`config.mk`:
```
export PLATFORM = sky130hd
export DESIGN_NAME = noc_flit_credit_rx
export DESIGN_NICKNAME = d
export VERILOG_FILES = /design/src/rtl/noc_flit_credit_rx.sv
export SDC_FILE = /design/constraint.sdc
export NUM_CORES = 1
export LEC_CHECK = 0
export ABC_AREA = 1
export ABC_CLOCK_PERIOD_IN_PS = 6100
export CORE_UTILIZATION = 43
export DETAILED_ROUTE_END_ITERATION = 6
export PLACE_DENSITY_LB_ADDON = 0.15
export SLEW_MARGIN = 20
export SYNTH_ARGS = -nofsm -noshare
export SYNTH_HDL_FRONTEND = slang
export SYNTH_SLANG_ARGS = --single-unit
```
`constraint.sdc`:
```
create_clock -name clk_noc -period 6.1 [get_ports clk_noc]
set_clock_uncertainty 0.1 [all_clocks]
set_input_delay 1.22 -clock clk_noc [delete_from_list [all_inputs] [get_ports clk_noc]]
set_output_delay 1.22 -clock clk_noc [all_outputs]
set_load 0.03 [all_outputs]
```
`src/rtl/noc_flit_credit_rx.sv`:
```
// Receive end of a credit-based NoC flit link: buffers incoming flits in a
// first-word-fall-through FIFO, presents them as AXI-Stream and returns one credit per pop.
module noc_flit_credit_rx #(
  parameter int TID_WIDTH         = 2,
  parameter int TDEST_WIDTH       = 4,
  parameter int DEST_WIDTH        = TDEST_WIDTH + TID_WIDTH,
  parameter int FLIT_WIDTH        = 64,
  parameter int FLIT_BUFFER_DEPTH = 8,
  parameter int OCC_WIDTH         = $clog2(FLIT_BUFFER_DEPTH + 1)
) (
  input  logic                   clk_noc,
  input  logic                   rst_n,
  input  logic [FLIT_WIDTH-1:0]  data_in,
  input  logic [DEST_WIDTH-1:0]  dest_in,
  input  logic                   is_tail_in,
  input  logic                   send_in,
  output logic                   credit_out,
  output logic                   axis_out_tvalid,
  input  logic                   axis_out_tready,
  output logic [FLIT_WIDTH-1:0]  axis_out_tdata,
  output logic                   axis_out_tlast,
  output logic [TID_WIDTH-1:0]   axis_out_tid,
  output logic [TDEST_WIDTH-1:0] axis_out_tdest,
  output logic [OCC_WIDTH-1:0]   occupancy,
  output logic                   overflow_err
);

  localparam int PTR_WIDTH = $clog2(FLIT_BUFFER_DEPTH);
  localparam logic [PTR_WIDTH-1:0] LAST_IDX = PTR_WIDTH'(FLIT_BUFFER_DEPTH - 1);
  localparam logic [OCC_WIDTH-1:0] FULL_OCC = OCC_WIDTH'(FLIT_BUFFER_DEPTH);

  typedef struct packed {
    logic [FLIT_WIDTH-1:0] data;
    logic [DEST_WIDTH-1:0] dest;
    logic                  tail;
  } flit_t;

  flit_t                mem_q [FLIT_BUFFER_DEPTH];
  flit_t                head;
  logic [PTR_WIDTH-1:0] wr_ptr_q, wr_ptr_d;
  logic [PTR_WIDTH-1:0] rd_ptr_q, rd_ptr_d;
  logic [OCC_WIDTH-1:0] occ_q, occ_d;
  logic                 credit_q, credit_d;
  logic                 ovf_q, ovf_d;
  logic                 empty, full, push, pop;

  function automatic logic [PTR_WIDTH-1:0] ptr_inc(input logic [PTR_WIDTH-1:0] p);
    return (p == LAST_IDX) ? '0 : p + PTR_WIDTH'(1);
  endfunction

  assign empty = (occ_q == '0);
  assign full  = (occ_q == FULL_OCC);
  assign pop   = !empty && axis_out_tready;
  // A full buffer still accepts a flit when the head leaves in the same cycle.
  assign push  = send_in && (!full || pop);

  // NOTE: every signal written here gets a default first, so no path can infer a latch.
  always_comb begin
    wr_ptr_d = wr_ptr_q;
    rd_ptr_d = rd_ptr_q;
    occ_d    = occ_q;
    credit_d = pop;
    ovf_d    = ovf_q | (send_in && full && !pop);
    if (push) wr_ptr_d = ptr_inc(wr_ptr_q);
    if (pop)  rd_ptr_d = ptr_inc(rd_ptr_q);
    case ({push, pop})
      2'b10:   occ_d = occ_q + OCC_WIDTH'(1);
      2'b01:   occ_d = occ_q - OCC_WIDTH'(1);
      default: occ_d = occ_q;
    endcase
  end

  // NOTE: state registers use non-blocking assignments so every flop samples pre-edge values.
  always_ff @(posedge clk_noc or negedge rst_n) begin
    if (!rst_n) begin
      wr_ptr_q <= '0;
      rd_ptr_q <= '0;
      occ_q    <= '0;
      credit_q <= 1'b0;
      ovf_q    <= 1'b0;
    end else begin
      wr_ptr_q <= wr_ptr_d;
      rd_ptr_q <= rd_ptr_d;
      occ_q    <= occ_d;
      credit_q <= credit_d;
      ovf_q    <= ovf_d;
    end
  end

  // NOTE: flit storage is deliberately not reset; occupancy alone decides what is valid.
  always_ff @(posedge clk_noc) begin
    if (push) mem_q[wr_ptr_q] <= '{data: data_in, dest: dest_in, tail: is_tail_in};
  end

  assign head            = mem_q[rd_ptr_q];
  assign axis_out_tvalid = !empty;
  assign axis_out_tdata  = head.data;
  assign axis_out_tlast  = head.tail;
  assign axis_out_tid    = head.dest[DEST_WIDTH-1 -: TID_WIDTH];
  assign axis_out_tdest  = head.dest[TDEST_WIDTH-1:0];
  assign credit_out      = credit_q;
  assign occupancy       = occ_q;
  assign overflow_err    = ovf_q;

endmodule

```
Word level (Yosys, flattened, before mapping)
Memories as Yosys holds them, arrays and structs flattened.
Cells that the tools add are included.
Widths: inputs -> output; s select.

word-level totals
  register bits after elaboration = 12
  latch bits = 0
  RAM bits = 568
  memory bits (read-only) = 0
  output and inout port bits = 78
  logic and storage cells = 31
  memories kept = 1

memory list
  memory  depth  bits a word  rd ports  clocked after memory_dff  wr ports  RTL line  text
  mem_q   8      71           1         0                         1         38        flit_t mem_q [FLIT_BUFFER_DEPTH];

cells by class
  $add $sub $neg = 4
  multipliers = 0
  divide/modulo/power cells = 0
  $lt $le $gt $ge = 0
  eq/ne operators = 5
  shifts and indexed selects = 0
  muxes and demuxes = 5
  bitwise operators = 1
  reductions and logical operators = 10

operators with widths
  operator             count
  $pmux 4 s2           1
  $add 3x1->3 const B  2
  $eq 3x3->1 const B   2
  $mux 3               2
  $add 4x1->4 const B  1
  $eq 4x4->1 const B   1
  $logic_and 1x1->1    4
  $logic_not 4->1      1
  $sub 4x1->4 const B  1
  $logic_not 1->1      3
  $eq 2x1->1 const B   1
  $eq 2x2->1 const B   1
  $mux 1               2
  $reduce_bool 2->1    1
  $logic_or 1x1->1     1
  $or 1x1->1           1

Longest topological paths before layout
  depth after elaboration = 7
  mapped depth = 13

Worst setup path before layout
OpenSTA, ideal clock, no wires.

  path kind = in2reg
  start = in axis_out_tready
  end = mem mem_q[1][0] (netlist name) (enable)
  arrival time = 4.620 ns
  data required time = 5.500 ns
  slack = 0.879 ns
  cell stages on the path = 6
  buffers on the path = 0
  cell sequence = nor2_1 > nand3_1 > nand2_1 > nor2_1 > inv_1 > nor2_1

between the ends
  longest elaborated chain between the ends = 5

ends and longest elaborated chain
  element                       RTL line  text
  from (decl)                   19        input logic axis_out_tready,
  $logic_and 1x1->1             53        assign pop = !empty && axis_out_tready;
  $logic_or 1x1->1              55        assign push = send_in && (!full || pop);
  $logic_and 1x1->1             55
  $mux 1                        92        if (push) mem_q[wr_ptr_q] <= '{data: data_in, dest: dest_in, tail: is_tail_in};
  $mux 1 (implied by the code)  92
  to (decl)                     38

Every way passes these cells.

Worst setup path after layout
  start = reg rd_ptr_q[0]
  end = out axis_out_tdata[44]

between the ends
  longest elaborated chain between the ends = 1

ends and longest elaborated chain
  element                 RTL line  text
  from (decl)             41        logic [PTR_WIDTH-1:0] rd_ptr_q, rd_ptr_d;
  from (signal assigned)  83        rd_ptr_q <= rd_ptr_d;
  $mem_v2 8x71            n/a
  to (decl)               20        output logic [FLIT_WIDTH-1:0] axis_out_tdata,

Every way passes these cells.

==> impl_metrics.toml <==
[worst_setup_path]
crit_required_ns = 4.78
crit_arrival_ns = 3.81
reg2reg_depth = 7
r2r_setup_slack_ns = 3.23
r2r_end = "mem_q[0][31]"
cp-startpoint = "rd_ptr_q[0]"
r2r_start = "occupancy[0]"
cp_max_fo = 135
criticalPathCategory = "reg2out"
crit_path_end = "axis_out_tdata[44]"
endpoint_kind = "output port"
worst_setup_path_start_kind = "register"

[placed_design]
gp_congestion = 0.749
io_buffers = 152
hpwl_mm = 26.2
placedCellCount = 2515

[sta]
slew_headroom = 0.287
slew_violations = 0
worstMarginPinSlew_ns = 1.07
post-route-min-period_ns = 5.13
setup_tns_ns = 0
rsz0062_at_grt = "no"
setup_viol = 0
finalCritPeriodShare = 0.840
hold_viol_final = 0
fmax_mhz = 195

[logic_synthesis]
synth_seq_cells = 580
synthesis.nets = 1844
netlist_instances = 1764
ys_seq_area_frac = 0.764
synth_area_per_cell_um2 = 12.9
synthDistinctLibCells = 23
syn_area_mm2 = 0.0227
yosys_warnings = 0

[clocking]
cts_tree = "built"
max-clock-path-buffers = 3
post_cts_buffers = 0
ctsResizeCount = 0
cts_root_buf = "clkbuf_16"
cts.clk_slew.worst_paths_ns = 0.06
clock_latency_ns = 0.61
hold_buffers = 0
cts.sinks = 580
numCtsBuffers = 57
htreeDepth = 2

[floorplanning]
ios = 153
core_mm2 = 0.0517
initial_core_util = 0.439
fp-row-count = 83
die_w_um = 232
dieArea_mm2 = 0.0538
die_h_um = 232

[power_and_ir_drop]
max-vdd-ir-drop_mv = 0.322
power.density_mw_per_mm2 = 518
total_leakage_power_nw = 9.00

[finish]
n_fill_cell = 4379
instances_no_fill = 2617
area_delta_synth_final_pct = 17.4
drive_above_1_share = 0.0630
finalNetCount = 1974

[detailed_routing]
drtIter0Drc = 1081
drtPass1Iterations = 5
postRouteAntennaNets = 0
drc = 0
dr_total_vias = 13800
wl_per_cell_um = 20.1
vias_per_cell = 5.27
wl_mm = 52.7

[outcome]
outcome = "finished clean"

[grt]
grtUsageMet3 = 0.0327
grt_util_met1 = 0.267
grt_util_met2 = 0.327
antenna_found_initial = 3
grt_pass1_wl_mm = 80.3
grt_busiest_layer = "met2"
grt_pass1_vias = 13500
overflow = 0
track_usage = 0.197
grt_max_degree = 177

[run]
cap_violations = 0

[hold_path]
hold_class = "reg2reg"
[through the flow]
stage | instance area (um2) | worst slack [ns] | util | total power, mW | hold WS (ns)
final | 26700 | 0.975 | 0.516 | 13.8 | 0.375
after global placement | 24900 | 1.59 | 0.481 | 10.5 | 0.367
after detailed placement | 24900 | 1.62 | 0.481 | 10.6 | 0.370
after floorplan | 22700 | 0.879 | - | 8.63 | 0.440
after global routing | 26700 | 0.792 | 0.516 | 14.6 | 0.390
after CTS | 26700 | 0.930 | 0.516 | 14.0 | 0.384
[flip-flops by register name, summed over array words and instances (netlist names)]
name and flops:
credit_out 1, mem_q 568, occupancy 4, overflow_err 1, rd_ptr_q 3, wr_ptr_q 3
[critical path, stage by stage (launching register included)]
cell and delay [ns]:
dfrtp_4 0.70, inv_8 0.64, buf_4 0.47, nor2_1 0.07
o21ai_1 0.13, a21oi_1 0.06, a31oi_1 0.25, clkdlybuf4s50_1 0.73
[layer usage]
metal,up-vias,share of wire
met5,-,0.00044
met4,4,0.020
met3,74,0.043
met2,269,0.48
met1,6846,0.46
li1,6610,-
[Yosys cell counts (all sizes together)]
cell    instances  area, um2
a31oi          71        444
a21oi          72        360
edfxtp        568      17100
nand2         236        886
clkbuf         52        198
inv            18       67.6
ha              5       62.6
buf            56        428
o21ai         289       1450
o22ai           1       6.26
xor2            1       8.76
nor2          367       1380
or2             1       6.26
nand4           3       18.8
o21bai          1       7.51
nand3          11       55.1
dfrtp          12        300
[cells by family after synthesis]
logic type | after synthesis | synth area share
simple gates | 618 | 0.103
xor+xnor | 1 | 0.000385
fa+ha+maj | 5 | 0.00275
buf+inv | 126 | 0.0305
flops | 580 | 0.764
compound gates | 434 | 0.0996
[how the worst min path moves through the flow]
stage,startpoint,endpoint,depth (start not counted)
CTS,overflow_err,overflow_err,1
finish,overflow_err,overflow_err,1
detailed placement,overflow_err,overflow_err,1
global route,overflow_err,overflow_err,1
global placement,overflow_err,overflow_err,1
floorplan,wr_ptr_q[0],wr_ptr_q[0],2
[power by group]
part	switching (mW)	internal [mW]
clock	1.43	1.99
combinational	3.54	1.67
sequential	0.236	4.97
[cells in the final DEF (no fill, tap or decap), types with 2 or more instances in the layout]
cell,count
inv_1,14
buf_12,8
nand2_1,236
clkinv_1,13
bufinv_16,4
buf_4,19
clkdlybuf4s50_1,152
nor2_1,359
clkinv_2,7
a21oi_1,72
o21ai_1,102
dfrtp_4,2
clkbuf_1,9
o21ai_0,187
a31oi_1,71
edfxtp_1,568
nand3_1,11
clkbuf_16,59
nand4_1,3
inv_2,2
clkbuf_8,6
dfrtp_1,9
nor2_4,8
ha_1,5
[cell type report]
| class | instances | area [um2] | share of cell area |
|---|---|---|---|
| flip-flops and latches | 580 | 17400 | 0.651 |
| inverters | 18 | 77.6 | 0.00291 |
| clock buffers | 74 | 1590 | 0.0597 |
| well taps | 680 | 851 | 0.0319 |
| diodes | 1 | 2.50 | 0.0000938 |
| clock inverters | 27 | 229 | 0.00858 |
| repair buffers | 179 | 1820 | 0.0684 |
| multi-input cells | 1058 | 4740 | 0.178 |
Power figures use the tool's default switching activity.
